[config.mk]
export PLATFORM = sky130hd
export DESIGN_NAME = mem_arbiter
export DESIGN_NICKNAME = d
export VERILOG_FILES = /design/src/rtl/cpu_types_pkg.sv /design/src/rtl/arb_pick.sv /design/src/rtl/mem_arbiter.sv
export SDC_FILE = /design/constraint.sdc
export NUM_CORES = 1
export LEC_CHECK = 0
export BUFFER_PORTS_ARGS = -buffer_cell sky130_fd_sc_hd__buf_2
export CAP_MARGIN = 20
export CORE_ASPECT_RATIO = 0.9
export CORE_MARGIN = 10
export CORE_UTILIZATION = 30
export CTS_CLUSTER_DIAMETER = 60
export CTS_CLUSTER_SIZE = 28
export DETAILED_ROUTE_END_ITERATION = 16
export PLACE_DENSITY = 0.62
export SLEW_MARGIN = 20
export SYNTH_ARGS = -nofsm -noshare
export SYNTH_HDL_FRONTEND = slang
export SYNTH_HIERARCHICAL = 1
export SYNTH_SLANG_ARGS = --single-unit
[constraint.sdc]
create_clock -name CLK -period 1.95 [get_ports CLK]
set_input_delay 0.195 -clock CLK [delete_from_list [all_inputs] [get_ports CLK]]
set_output_delay 0.195 -clock CLK [all_outputs]
set_load 0.05 [all_outputs]
[src/rtl/cpu_types_pkg.sv]
// Shared CPU types: RAM word/state encodings plus the memory arbiter's FSM and
// requester-class encodings.
package cpu_types_pkg;

  typedef logic [31:0] word_t;

  typedef enum logic [1:0] {FREE, BUSY, ACCESS, ERROR} ramstate_t;

  typedef enum logic {IDLE, XFER} arb_state_t;

  typedef enum logic {CLS_I, CLS_D} arb_class_t;

  localparam int ARB_NCORES = 2;

  // Width of a core index; a single core still needs one bit.
  function automatic int unsigned idx_w(input int unsigned n);
    return (n > 1) ? $clog2(n) : 1;
  endfunction

endpackage

[src/rtl/arb_pick.sv]
// Rotating first-one finder: returns the first set request bit at or after
// start, wrapping modulo N.
module arb_pick #(
  parameter int N     = 2,
  parameter int IDX_W = 1
) (
  input  logic [N-1:0]     req,
  input  logic [IDX_W-1:0] start,
  output logic             valid,
  output logic [IDX_W-1:0] idx
);

  always_comb begin
    int c;
    // NOTE: every output gets a default before the loop so no path leaves it
    // unassigned, which would otherwise infer a latch.
    valid = 1'b0;
    idx   = '0;
    c     = 0;
    for (int k = 0; k < N; k++) begin
      c = int'(start) + k;
      if (c >= N) c = c - N;
      if (!valid && req[c]) begin
        valid = 1'b1;
        idx   = IDX_W'(c);
      end
    end
  end

endmodule

[src/rtl/mem_arbiter.sv]
// Shares one RAM port among NCORES icache/dcache pairs, one transaction at a time.
// Define MEM_ARB_RR_EN for round-robin core rotation; otherwise lowest core index wins.
module mem_arbiter
  import cpu_types_pkg::*;
#(
  parameter int NCORES = ARB_NCORES,
  parameter int WORD_W = 32
) (
  input  logic                     CLK,
  input  logic                     nRST,
  input  logic [NCORES-1:0]        iREN,
  input  logic [NCORES*WORD_W-1:0] iaddr,
  output logic [NCORES-1:0]        iwait,
  output logic [NCORES*WORD_W-1:0] iload,
  input  logic [NCORES-1:0]        dREN,
  input  logic [NCORES-1:0]        dWEN,
  input  logic [NCORES*WORD_W-1:0] daddr,
  input  logic [NCORES*WORD_W-1:0] dstore,
  output logic [NCORES-1:0]        dwait,
  output logic [NCORES*WORD_W-1:0] dload,
  output logic                     ramREN,
  output logic                     ramWEN,
  output logic [WORD_W-1:0]        ramaddr,
  output logic [WORD_W-1:0]        ramstore,
  input  logic [WORD_W-1:0]        ramload,
  input  ramstate_t                ramstate
);

  localparam int IDX_W = idx_w(NCORES);

  arb_state_t        state;
  arb_class_t        gnt_cls;
  logic [IDX_W-1:0]  gnt_core;
  logic              gnt_wr;
  logic [IDX_W-1:0]  start;
  logic [NCORES-1:0] dreq;
  logic              d_valid, i_valid;
  logic [IDX_W-1:0]  d_idx, i_idx;
  logic              g_iren, g_dren, g_dwen, g_active, done;
  logic [WORD_W-1:0] g_iaddr, g_daddr, g_dstore;
  logic [WORD_W-1:0] iload_q [NCORES];
  logic [WORD_W-1:0] dload_q [NCORES];

  assign dreq = dREN | dWEN;

`ifdef MEM_ARB_RR_EN
  logic [IDX_W-1:0] rr_ptr;

  always_ff @(posedge CLK or negedge nRST) begin
    if (!nRST)     rr_ptr <= '0;
    else if (done) rr_ptr <= (int'(gnt_core) == NCORES - 1) ? '0 : gnt_core + 1'b1;
  end

  assign start = rr_ptr;
`else
  assign start = '0;
`endif

  arb_pick #(.N(NCORES), .IDX_W(IDX_W)) u_pick_d (
    .req(dreq), .start(start), .valid(d_valid), .idx(d_idx)
  );

  arb_pick #(.N(NCORES), .IDX_W(IDX_W)) u_pick_i (
    .req(iREN), .start(start), .valid(i_valid), .idx(i_idx)
  );

  // RAM side follows the granted requester's live inputs so a dropped enable
  // aborts in the same cycle.
  always_comb begin
    g_iren   = iREN[gnt_core];
    g_dren   = dREN[gnt_core];
    g_dwen   = dWEN[gnt_core];
    g_iaddr  = iaddr[int'(gnt_core)*WORD_W +: WORD_W];
    g_daddr  = daddr[int'(gnt_core)*WORD_W +: WORD_W];
    g_dstore = dstore[int'(gnt_core)*WORD_W +: WORD_W];
    g_active = (gnt_cls == CLS_D) ? (g_dren | g_dwen) : g_iren;
    done     = (state == XFER) && g_active && (ramstate == ACCESS);

    ramREN   = 1'b0;
    ramWEN   = 1'b0;
    ramaddr  = '0;
    ramstore = '0;
    iwait    = '1;
    dwait    = '1;
    if (state == XFER && g_active) begin
      if (gnt_cls == CLS_D) begin
        ramWEN   = g_dwen;
        ramREN   = g_dren & ~g_dwen;
        ramaddr  = g_daddr;
        ramstore = g_dstore;
      end else begin
        ramREN  = g_iren;
        ramaddr = g_iaddr;
      end
    end
    if (done) begin
      if (gnt_cls == CLS_D) dwait[gnt_core] = 1'b0;
      else                  iwait[gnt_core] = 1'b0;
    end
  end

  always_ff @(posedge CLK or negedge nRST) begin
    // NOTE: state registers use non-blocking assignments so every flop samples
    // pre-edge values regardless of block ordering.
    if (!nRST) begin
      state    <= IDLE;
      gnt_cls  <= CLS_I;
      gnt_core <= '0;
      gnt_wr   <= 1'b0;
    end else begin
      case (state)
        IDLE: begin
          if (d_valid) begin
            gnt_core <= d_idx;
            gnt_cls  <= CLS_D;
            gnt_wr   <= dWEN[d_idx];
            state    <= XFER;
          end else if (i_valid) begin
            gnt_core <= i_idx;
            gnt_cls  <= CLS_I;
            gnt_wr   <= 1'b0;
            state    <= XFER;
          end
        end
        XFER: if (!g_active || ramstate == ACCESS) state <= IDLE;
      endcase
    end
  end

  // NOTE: the load buffers are a handful of per-core registers, not a RAM
  // macro, so they take the async reset like any other flop.
  always_ff @(posedge CLK or negedge nRST) begin
    if (!nRST) begin
      for (int c = 0; c < NCORES; c++) begin
        iload_q[c] <= '0;
        dload_q[c] <= '0;
      end
    end else if (done && !gnt_wr && !ramWEN) begin
      if (gnt_cls == CLS_D) dload_q[gnt_core] <= ramload;
      else                  iload_q[gnt_core] <= ramload;
    end
  end

  for (genvar c = 0; c < NCORES; c++) begin : g_load
    assign iload[c*WORD_W +: WORD_W] = iload_q[c];
    assign dload[c*WORD_W +: WORD_W] = dload_q[c];
  end

endmodule

# Word level (Yosys, flattened, before mapping)
# Index checks and enable logic that the tools add are counted.
word_totals:
  register_bits: 132
  latch_bits: 0
  ram_bits: 0
  romBits: 0
  input_bits: 234
  out_inout_bits: 198
  elab_cells: 85
  n_memories: 0
op_classes:
  n_addsub: 0
  multipliers: 0
  div_mod_pow: 0
  n_lt_le_gt_ge: 5
  n_eq_ne: 1
  shifts: 3
  n_mux: 42
  bitwise: 8
  reduce_logical: 18
ops:
  columns: ["operator", "n"]
  rows:
  - ["$shiftx 64x7->32", 3]
  - ["$mux 32", 5]
  - ["$bwmux 64", 2]
  - ["$demux 32 s1", 1]
  - ["$mux 1", 28]
  - ["$logic_and 1x1->1", 8]
  - ["$mux 2", 4]
  - ["$reduce_and 2->1", 3]
  - ["$logic_not 1->1", 5]
  - ["$lt 1x2->1 const B", 2]
  - ["$not 1->1", 3]
  - ["$eq 2x2->1 const B", 1]
  - ["$ge 2x2->1 const B", 1]
  - ["$lt 2x1->1 const B", 1]
  - ["$not 1->2", 1]
  - ["$not 2->2", 1]
  - ["$or 2x2->2", 1]
  - ["$pmux 1 s2", 1]
  - ["$reduce_bool 2->1", 1]
  - ["$and 1x1->1", 1]
  - ["$demux 1 s1", 1]
  - ["$ge 1x1->1 const B", 1]
  - ["$logic_or 1x1->1", 1]
  - ["$or 1x1->1", 1]

# Depth between registers and ports, before layout
# Gate-level depths: netlist of run 1.
depth:
  depth_word: 9
  ltp_mapped: 6
  ltp_nobuf: 5

# Modules after synthesis
# The synthesis of run 1 kept the hierarchy.
by_module_without_submodules:
  columns: ["mod", "instances", "cells_each", "area_each_um2", "seq_area_each_um2"]
  rows:
  - ["mem_arbiter", 1, 467, 6790.3, 3303.2]
  - ["arb_pick", 2, 3, 17.5, 0.0]

# Worst setup path before layout of run 1
# OpenSTA, ideal clock, no wires.
synth_timing:
  path_type: "register to output"
  startpoint: "register gnt_cls"
  endpoint: "output port ramaddr[10]"
  t_arrival_ns: 2.336
  required_ns: 1.755
  path_slack_ns: -0.581
  stages_incl_launch_ff: 6
  path_buffers: 3
  cell_sequence: "dfrtp_1 > buf_2 > buf_4 > buf_4 > mux4_2 > nor3b_1"
synth_via:
  elab_chain_len: 3
  elab_cells_between_ends: 4
  classes_between: "mux (3); reduce/logical (1)"
synth_rtl:
  columns: ["item", "line", "text"]
  rows:
  - ["start: declaration", "mem_arbiter.sv:32", "arb_class_t gnt_cls;"]
  - ["start signal: assignment", "mem_arbiter.sv:107", "gnt_cls <= CLS_I;"]
  - ["start signal: assignment", "mem_arbiter.sv:115", "gnt_cls <= CLS_D;"]
  - ["start signal: assignment", "mem_arbiter.sv:120", "gnt_cls <= CLS_I;"]
  - ["$mux 1", "mem_arbiter.sv:76", "g_active = (gnt_cls == CLS_D) ? (g_dren | g_dwen) : g_iren;"]
  - ["$logic_and 1x1->1", "mem_arbiter.sv:85", "if (state == XFER && g_active) begin"]
  - ["$mux 32 (*)", "mem_arbiter.sv:85", null]
  - ["end: declaration", "mem_arbiter.sv:23", "output logic [WORD_W-1:0] ramaddr,"]
# Mark *: on every way between the ends. The rest lies on a longest branch, timed or not.

# Worst setup path in the final report of run 1
layout_timing:
  startpoint: "register gnt_core"
  endpoint: "output port ramaddr[9]"
layout_via:
  elab_chain_len: 6
  elab_cells_between_ends: 13
  classes_between: "shift (2); mux (9); bitwise (1); reduce/logical (1)"
layout_rtl:
  columns: ["item", "line", "text"]
  rows:
  - ["start: declaration", "mem_arbiter.sv:33", "logic [IDX_W-1:0] gnt_core;"]
  - ["start signal: assignment", "mem_arbiter.sv:114", "gnt_core <= d_idx;"]
  - ["start signal: assignment", "mem_arbiter.sv:119", "gnt_core <= i_idx;"]
  - ["parallel branches: the longest is 5 deep, another holds $shiftx 64x7->32", null, null]
  - ["$mux 32 (*)", "mem_arbiter.sv:85", null]
# Every way passes the cells marked *. The select of a mux whose other input is x is not followed.

==> summary.md, run 1 <==
| Metric | Value |
|---|---|
| Status | complete, but fails checks |
| Failing checks | setup timing |
| Cell accounting for the most synthesized area | dfrtp_1 |
| WHS Path Cells | 2 |
| Rows | 52 |
| Asr flop ratio synth | 1.000 |
| Clock transition at path regs | around 0.070 ns |
| Drt via density | between 4 and 5 |
| First-pass GRT wire length | roughly 42000 um |
| Fmax | roughly 0.45 GHz |
| Min Tclk post-route | about 2.2 ns |
| Residual DRC | 0 |
| Ys flop type | dfrtp_1 |
| Largest net degree at the start of global routing | 60 |
| CP Class | reg2out |
| Worst reg2reg endpoint | iload[5] |
| Pre-CTS WS | -0.02744 ns |
| ANT nets after route | 0 |
| FF+latch area | 0.003308 mm^2 |
| Setup ws final | -0.2923 ns |
| Peak VDD IR | around 1200 uV |
| Synth top cells by count | 132 x dfrtp_1, 94 x mux2_2, 34 x mux2i_1, 33 x nor2_1, 33 x nor3b_1 |
| CP Max Fanout | 6 |
| First DRT Iteration DRCs | between 400 and 500 |
| Initial antenna violation count | 0 |
| Worst reg-to-reg path cell count | 7 |
| Mean Syn Cell Area | 14.43 um^2 |
| Port Buffers | 431 |
| Layout Cells excl Fill | between 1000 and 1500 |
| Grt total ovfl | 0 |
| Seq/Total Area, Yosys | 0.4840 |
| Leak pwr | 6.250 nW |
| WP data required | about 1.8 ns |
| EDFF count, synth | 0 |
| Die W | 179.0 um |
| Post-synthesis cell type count | 39 |
| Count of final setup violators | between 150 and 200 |
| Layout cells sized above 1 | 0.8018 |
| Total Wirelength | a little over 30000 um |
| Num CTS Buffers | 17 |
| Arrival time worst endpoint | between 2 and 2.5 ns |
| Vias in the first global route | 6701 |
| Num Clock Sinks | around 130 |
| Post-DP HPWL | about 22000 um |
| Synthesis warning total | 6 |
| Worst Skew | about 0.0058 ns |
| Syn Inst Count | between 400 and 500 |
| Hold WC Path Type | in2reg |
| Setup crit end kind | output port |
| Post-DR wirelength/cell | 23.72 um |
| I/O pin count | approximately 430 |
| Post-synth top area share | 0.4840 |
| Fillers | around 1900 |
| Max clock buf depth | 2 |
| Mapped Area | slightly below 0.007 mm^2 |
| Area contributors post-synth | dfrtp_1 48%, mux2_2 16%, mux4_2 11%, mux2_4 6.6%, mux2i_1 5.0% |
| Multi-input logic area | 0.004103 mm^2 |
| Period utilization | 1.150 |
| Tot Pwr | about 0.024 W |
| CTS tree | built |
| Pwr dens | slightly below 2000 mW/mm^2 |
| #FFs+latches synth | about 130 |
| DIE HEIGHT | 163.1 um |
| Core Box Area | approximately 0.022 mm^2 |
| Tot GR Track Use | 0.1877 |
| Final nets | between 1000 and 1500 |
| H-tree levels | 4 |
| RSZ-0062 raised after global routing | true |
| Max Slew Vio Count | 0 |
| First-pass DRT Iterations | 5 |
| N_diodes | 0 |
| CTS Root Cell | clkbuf_16 |
| Final hold viol count | 0 |
| Max cap viols | 0 |
| Placed insts | about 1200 |
| Worst hold slack | just under 0.06 ns |
| DR vias | a little over 6000 |
| Area Growth Syn to Fin | 80.02% |
| Worst hold start | ramload[29] |
| Most frequent cell after synthesis | dfrtp_1 |
| Setup_tns | -32.64 ns |
| Initial Util | 0.3041 |
| Worst R2R Start | gnt_cls |
| Startpoint types | register |
| Die area | roughly 0.029 mm^2 |
| Reg2Reg Setup Slack | -0.27 ns |
| Clk_lat worst skew | 0.41 ns |
| GPL Wtd Cong | 0.9304 |
| Hold endpoint | iload[29] |
## registers in the layout, indices dropped and copies added (netlist names)
register	flops
state	1
dload	64
gnt_cls	1
iload	64
gnt_core	1
gnt_wr	1
## layer usage
| layer | global-route usage | vias up | part of all wire |
|---|---|---|---|
| li1 | - | 2727 | - |
| met2 | 0.3057 | 306 | 0.50 |
| met1 | 0.2373 | 3098 | 0.40 |
| met4 | 0.03868 | 0 | 0.0097 |
| met5 | 0 | - | 0 |
| met3 | 0.06325 | 19 | 0.092 |
## cells in the final DEF, fill, tap and decap left out, drive strengths merged, types with 5 or more instances in the layout
| cell type | Yosys | layout |
|---|---|---|
| clkbuf | 8 | 24 |
| dfrtp | 132 | 132 |
| mux2i | 34 | 34 |
| mux4 | 32 | 32 |
| buf | 29 | 503 |
| nand2 | 5 | 5 |
| mux2 | 129 | 129 |
| inv | 5 | 11 |
| nor3b | 33 | 33 |
| nor2 | 33 | 33 |
## repair_timing
action                     CTS  global route
setup buffers                8            14
resized for setup          216            77
pin swaps                   24            15
hold endpoints to repair    28             0
gates cloned                 8             8
setup endpoints to repair   98           166
hold buffers                 1             0
## critical path, cell delays in order, from the launching register on
cell and delay [ns]:
dfrtp_4 0.48, buf_6 0.13, nor3b_4 0.15, o21a_4 0.27
buf_6 0.17, nor3b_4 0.23, buf_6 0.19
## how the worst max path moves through the flow
stage	from	end
final	gnt_core	ramaddr[9]
after global routing	gnt_core	ramaddr[9]
after floorplan	gnt_core	ramREN
after global placement	gnt_core	dload[21]
after CTS	gnt_core	iwait[0]
after detailed placement	gnt_core	dload[20]
## metrics by stage
stage,utilization,instance area [um^2]
after floorplan,-,7138
after global placement,0.4479,10050
after detailed placement,0.4479,10050
after CTS,0.5234,11750
after global routing,0.5474,12290
final,0.5474,12290
## kinds of logic (layout without fill, tap and decap cells)
group,Yosys count,after routing,synth area share
buffers and inverters,42,547,0.03648
AOI/OAI and AO/OA,11,11,0.01008
other,1,2,0.0005494
muxes,195,195,0.3848
and+or+nand+nor,92,92,0.08414
DFF,132,132,0.4840
## area by class of cell
| class | count | share of cell area |
|---|---|---|
| flip-flops and latches | 132 | 0.2692 |
| clock inverters | 14 | 0.01385 |
| well taps | 297 | 0.03024 |
| clock buffers | 18 | 0.03493 |
| repair buffers | 510 | 0.3163 |
| inverters | 5 | 0.001527 |
| multi-input cells | 300 | 0.3339 |
## power by group
group / switching, W / leakage, nW / internal [W]
Combinational: 0.00981 / 4.23 / 0.00637
Clock: 0.00132 / 0.279 / 0.00192
Sequential: 0.000648 / 1.74 / 0.00381
(Power assumes the default switching activity.)
==> run 2: changes to the inputs <==
--- a/config.mk
+++ b/config.mk
@@ -17,5 +17,4 @@
 export SLEW_MARGIN = 20
 export SYNTH_ARGS = -nofsm -noshare
 export SYNTH_HDL_FRONTEND = slang
-export SYNTH_HIERARCHICAL = 1
 export SYNTH_SLANG_ARGS = --single-unit
==> summary.md, run 2 <==
| Metric | Value |
|---|---|
| Asr flop ratio synth | 1.000 (unchanged) |
| Die area | 0.02868 mm^2 (-1.8%) |
| Leak pwr | 6.020 nW (-3.7%) |
| Hold endpoint | iload[4] |
| Max Slew Vio Count | 0 (unchanged) |
| Max clock buf depth | 2 (unchanged) |
| Worst hold start | ramload[4] |
| First-pass GRT wire length | 44980 um (+7.7%) |
| Arrival time worst endpoint | 2.08 ns (+0.03 ns) |
| DR vias | 6224 (+1.2%) |
| Mean Syn Cell Area | 14.17 um^2 (-1.8%) |
| Most frequent cells in the layout | 360 x buf_2, 129 x dfrtp_1, 72 x buf_6 |
| Ys flop type | dfrtp_1 |
| Area Growth Syn to Fin | 75.73% |
| Reg2Reg Setup Slack | -0.14 ns (+0.13 ns) |
| Clock transition at path regs | 0.06 ns (about the same) |
| Count of final setup violators | 103 (-42%) |
| Cell accounting for the most synthesized area | dfrtp_1 |
| Residual DRC | 0 (unchanged) |
| Drt via density | 4.944 (+2.6%) |
| Setup ws final | -0.3294 ns (-0.03709 ns) |
| First DRT Iteration DRCs | 269 (-37%) |
| Worst R2R Start | gnt_core |
| Post-synth top area share | 0.4937 (+0.009775) |
| Pwr dens | 1838 mW/mm^2 (-5.4%) |
| Area contributors post-synth | dfrtp_1 49%, mux2_2 14%, mux4_2 10%, mux2_1 6.9%, a22oi_1 3.6% |
| Core Box Area | 0.02176 mm^2 (-3.1%) |
| Synthesis warning total | 0 (-6) |
| Post-DP HPWL | 23220 um (+7.1%) |
| Tot GR Track Use | 0.2057 (+0.01800) |
| WHS Path Cells | 2 (unchanged) |
| Most frequent cell after synthesis | dfrtp_1 |
| Worst reg-to-reg path cell count | 9 (+2) |
| WP data required | 1.75 ns (about the same) |
| RSZ-0062 raised after global routing | true |
| Final nets | 1183 (-1.4%) |
| DIE HEIGHT | 161.7 um (-0.87%) |
| I/O pin count | 432 (unchanged) |
| Mapped Area | 0.006690 mm^2 (-2.0%) |
| Fmax | 0.4387 GHz (-1.6%) |
| Status | complete, but fails checks |
| Clk_lat worst skew | 0.42 ns (about the same) |
| Pre-CTS WS | 0.03345 ns (+0.06089 ns) |
| Seq/Total Area, Yosys | 0.4937 (+0.009775) |
| Final design utilization | 0.5403 (-0.007101) |
| EDFF count, synth | 0 (unchanged) |
| Setup_tns | -17.21 ns (+15.43 ns) |
| Syn Inst Count | 472 (-0.21%) |
| Worst reg2reg endpoint | dload[15] |
| Synth top cells by count | 132 x dfrtp_1, 83 x mux2_2, 41 x mux2_1, 35 x nor2_1, 34 x nor2b_1 |
| Rows | 51 (-1.9%) |
| Post-DR wirelength/cell | 25.34 um (+6.9%) |
| Max cap viols | 0 (unchanged) |
| Max transition margin | 0.6393 |
| Hold WC Path Type | in2reg |
| Final hold viol count | 0 (unchanged) |
| ANT nets after route | 0 (unchanged) |
| Peak VDD IR | 1111 uV (-3.7%) |
| Num Clock Sinks | 132 (unchanged) |
| H-tree levels | 4 (unchanged) |
| CTS Root Cell | clkbuf_16 |
| Port Buffers | 431 (unchanged) |
| Num CTS Buffers | 17 (unchanged) |
| Setup crit end kind | output port |
| GPL Wtd Cong | 0.9576 (+2.9%) |
| Initial antenna violation count | 6 (+6) |
| Layout cells sized above 1 | 0.8150 (+0.01313) |
| First-pass DRT Iterations | 4 (-1) |
| Grt total ovfl | 0 (unchanged) |
| Startpoint types | register |
| Period utilization | 1.169 (+0.01902) |
| Slew at the pin closest to its max-slew limit | 0.5410 ns |
| Min Tclk post-route | 2.279 ns (+0.03709 ns) |
| Vias in the first global route | 6907 (+3.1%) |
| Net Count, Synth | between 700 and 800 |
| Commonest non-fill, non-tap cell in the layout | buf_2 |
| Post-synthesis cell type count | 42 (+7.7%) |
| Largest net degree at the start of global routing | 43 (-28%) |
| Total Wirelength | 31910 um (+5.4%) |
| Failing checks | setup timing |
| CP Class | reg2out |
| CTS tree | built |
| Worst Skew | 0.005979 ns (+0.0001528 ns) |
| Worst Setup SP | gnt_core |
| #FFs+latches synth | 132 (unchanged) |
| Die W | 177.4 um (-0.89%) |
| Initial Util | 0.3075 (+0.003389) |
| CP Max Fanout | 7 (+1) |
[run 2: area by class of cell]
cell class              instances  area, um^2
diodes                          6       15.01
clock buffers                  22       484.2
clock inverters                10       97.59
fillers                      1900       10000
inverters                       4       15.01
multi-input cells             299        3817
flip-flops and latches        132        3307
well taps                     291       364.1
repair buffers                495        3656
[run 2: worst max-delay path, stage by stage (launching register included)]
cell and delay [ns]:
dfrtp_2 0.44, or4b_4 0.54, o2111ai_4 0.17, buf_12 0.16
buf_12 0.15, nor2b_4 0.05, buf_6 0.15
[run 2: stage by stage]
step           power [W]  hold WS, ns  instance area, um^2  cells
2_1_floorplan    0.01246      -0.1006                 6819    472
6_report         0.02161      0.04413                11760   1259
3_5_place_dp     0.01547       0.1751                 9494   1182
5_1_grt          0.02244      0.04256                11760   1259
3_3_place_gp     0.01537       0.1703                 9494   1182
4_1_cts          0.02128      0.02590                11260   1241
[run 2: kinds of logic (layout without fill, tap and decap cells)]
family	count (synthesis)	in the layout	share of synthesized area
flops	132	132	0.4937
buf+inv	41	531	0.04133
compound gates	50	50	0.06265
other cells	0	6	0
mux	164	164	0.3327
simple gates	85	85	0.06957
[run 2: where the power goes]
group	switching, W	internal [W]	leakage [nW]
Combinational	0.00889	0.00550	3.98
Sequential	0.000512	0.00360	1.77
Clock	0.00122	0.00189	0.279
[run 2: how the worst max path moves through the flow]
stage	endpoint	depth (start not counted)
after floorplan	ramaddr[12]	5
after global placement	ramaddr[20]	5
after detailed placement	ramaddr[20]	5
after CTS	ramaddr[5]	6
after global routing	ramREN	7
final	ramaddr[0]	6
[run 2: repair_timing]
| action | CTS | global route |
|---|---|---|
| pin swaps | 30 | 30 |
| buffers inserted | 17 | 10 |
| resized for setup | 233 | 84 |
| endpoints found under the hold margin | 27 | 0 |
| setup endpoints to repair | 69 | 153 |
| cloned | 9 | 8 |
| hold buffers | 1 | 0 |
[run 2: metal layers]
metal / wire (um) / share of wire / vias up / global-route usage
met5: 0 / 0 / - / 0
met4: 841 / 0.026 / 0 / 0.07005
met3: 2405 / 0.075 / 42 / 0.06977
met2: 16440 / 0.52 / 275 / 0.3598
met1: 12220 / 0.38 / 3199 / 0.2286
li1: - / - / 2708 / -
==> run 3: changes to the inputs <==
--- a/config.mk
+++ b/config.mk
@@ -7,12 +7,11 @@
 export LEC_CHECK = 0
 export BUFFER_PORTS_ARGS = -buffer_cell sky130_fd_sc_hd__buf_2
 export CAP_MARGIN = 20
-export CORE_ASPECT_RATIO = 0.9
-export CORE_MARGIN = 10
-export CORE_UTILIZATION = 30
+export CORE_AREA = 10 10 160 162
 export CTS_CLUSTER_DIAMETER = 60
 export CTS_CLUSTER_SIZE = 28
 export DETAILED_ROUTE_END_ITERATION = 16
+export DIE_AREA = 0 0 170 172
 export PLACE_DENSITY = 0.62
 export SLEW_MARGIN = 20
 export SYNTH_ARGS = -nofsm -noshare
==> summary.md, run 3 (synthesis gave the netlist of run 2 again) <==
| Metric | Value |
|---|---|
| H-tree levels | 4 (unchanged) |
| Residual DRC | 0 (unchanged) |
| Startpoint types | register |
| ANT nets after route | 0 (unchanged) |
| CP Class | reg2out |
| CP Max Fanout | 14 (+7) |
| Worst reg-to-reg path cell count | 7 (-2) |
| Drt via density | 4.883 (-1.2%) |
| CTS tree | built |
| Pwr dens | 1859 mW/mm^2 (+1.1%) |
| Rows | 55 (+7.8%) |
| Total Wirelength | 28430 um (-11%) |
| WHS Path Cells | 2 (unchanged) |
| Max cap viols | 0 (unchanged) |
| Setup ws final | -0.2717 ns (+0.05771 ns) |
| Initial Util | 0.2991 (-0.008325) |
| Post-route cell area | 0.01070 mm^2 (-9.0%) |
| Post-DP HPWL | 22810 um (-1.8%) |
| Initial antenna violation count | 5 (-1) |
| Tot Pwr | 0.01989 W (-8.0%) |
| Fillers | 2032 (+6.9%) |
| Clk_lat worst skew | 0.42 ns (about the same) |
| Port Buffers | 431 (unchanged) |
| DR vias | 5972 (-4.0%) |
| Core Box Area | 0.02237 mm^2 (+2.8%) |
| Num CTS Buffers | 17 (unchanged) |
| Layout Cells excl Fill | 1223 (-2.9%) |
| Max Slew Vio Count | 0 (unchanged) |
| Num Clock Sinks | 132 (unchanged) |
| Most frequent cells in the layout | 360 x buf_2, 130 x dfrtp_1, 83 x mux2_2 |
| Final nets | 1154 (-2.5%) |
| Worst reg2reg endpoint | iload[62] |
| Worst R2R Start | gnt_cls |
| Grt total ovfl | 0 (unchanged) |
| Fmax | 0.4501 GHz (+2.6%) |
| Vias in the first global route | 6269 (-9.2%) |
| DIE HEIGHT | 172 um (+6.4%) |
| Hold WC Path Type | in2reg |
| Max transition margin | 0.7201 (+0.08076) |
| Pre-CTS WS | 0.01006 ns (-0.02339 ns) |
| Commonest non-fill, non-tap cell in the layout | buf_2 |
| Cell Area, Placed | 0.009464 mm^2 (-0.32%) |
| Clock transition at path regs | 0.07 ns (about the same) |
| Setup crit end kind | output port |
| Leak pwr | 5.627 nW (-6.5%) |
| I/O pin count | 432 (unchanged) |
| Min Tclk post-route | 2.222 ns (-0.05770 ns) |
| Post-DR wirelength/cell | 23.24 um (-8.3%) |
| Die W | 170 um (-4.2%) |
| Tot GR Track Use | 0.1818 (-0.02392) |
| Peak VDD IR | 1033 uV (-7.1%) |
| RSZ-0062 raised after global routing | true |
| CTS Root Cell | clkbuf_16 |
| Layout cells sized above 1 | 0.7310 (-0.08399) |
| Area Growth Syn to Fin | 59.90% |
| Failing checks | setup timing |
| Largest net degree at the start of global routing | 66 (+53%) |
| Placed insts | 1173 (-0.76%) |
| Arrival time worst endpoint | 2.03 ns (-0.05 ns) |
| First-pass GRT wire length | 40320 um (-10%) |
| Slew at the pin closest to its max-slew limit | 0.4173 ns (-0.1237 ns) |
| Final hold viol count | 0 (unchanged) |
| Setup_tns | -13.85 ns (+3.357 ns) |
| Worst hold start | ramload[5] |
| First DRT Iteration DRCs | 320 (+19%) |
| First-pass DRT Iterations | 5 (+1) |
| Status | complete, but fails checks |
| Max clock buf depth | 2 (unchanged) |
| Reg2Reg Setup Slack | 0 ns (+0.14 ns) |
| GPL Wtd Cong | 0.9928 (+3.7%) |
| WP data required | 1.75 ns (about the same) |
| Die area | 0.02924 mm^2 (+1.9%) |
| Count of final setup violators | 70 (-32%) |
| Worst Skew | 0.008263 ns (+0.002284 ns) |
| Period utilization | 1.139 (-0.02959) |
| Hold endpoint | dload[5] |
run 3: changes by cell type in the layout (fill, tap and decap cells not counted), sizes merged:
cell	previous run	this run
buf	488	464
bufinv	1	0
clkbuf	28	18
diode	6	5
clkinv	5	3
inv	5	14
clkinvlp	3	2
run 3: where the power goes:
part / internal, W / switching, W / leakage, nW
Combinational: 0.00442 / 0.00837 / 3.59
Clock: 0.00168 / 0.00136 / 0.273
Sequential: 0.00359 / 0.000466 / 1.77
Total: 0.00970 / 0.0102 / 5.63
run 3: timing repair:
item	CTS	global route
hold endpoints to repair	70	0
endpoints found under the setup margin	71	69
gates cloned	1	1
buffers inserted	7	3
resized for setup	151	12
pin swaps	1	1
hold buffers	1	0
run 3: layer usage:
layer,vias to the layer above,track usage,wire length (um)
met4,0,0.07666,648
met5,-,0,0
li1,2672,-,-
met1,2960,0.1951,10070
met2,299,0.3179,15050
met3,41,0.06544,2659
run 3: layout make-up:
type | count | area (um^2) | share of cell area
tap | 285 | 356.6 | 0.03333
clock buffer | 17 | 425.4 | 0.03977
sequential | 132 | 3306 | 0.3090
timing repair buffer | 466 | 3144 | 0.2939
clock inverter | 15 | 135.1 | 0.01263
inverter | 4 | 15.01 | 0.001404
antenna | 5 | 12.51 | 0.001170
multi-input combinational | 299 | 3303 | 0.3088
run 3: worst max-delay path by stage:
stage          startpoint            to  cells past startpoint
2_1_floorplan     gnt_cls   ramaddr[12]                      5
3_3_place_gp     gnt_core  ramstore[11]                      6
3_5_place_dp      gnt_cls     dload[16]                      5
4_1_cts           gnt_cls    ramaddr[3]                      6
5_1_grt           gnt_cls        ramREN                      5
6_report         gnt_core    ramaddr[4]                      5
run 3: critical path, stage by stage, from the launching register on:
cell and delay [ns]:
dfrtp_2 0.44, or4b_4 0.56, o2111ai_4 0.16, buf_12 0.20
nor2b_1 0.07, buf_6 0.15
run 3: through the flow:
stage          hold slack [ns]  utilization
2_1_floorplan          -0.1006            -
3_3_place_gp            0.1002       0.4232
3_5_place_dp           0.09528       0.4232
4_1_cts               0.001489       0.4740
5_1_grt                0.02926       0.4783
6_report               0.02763       0.4783
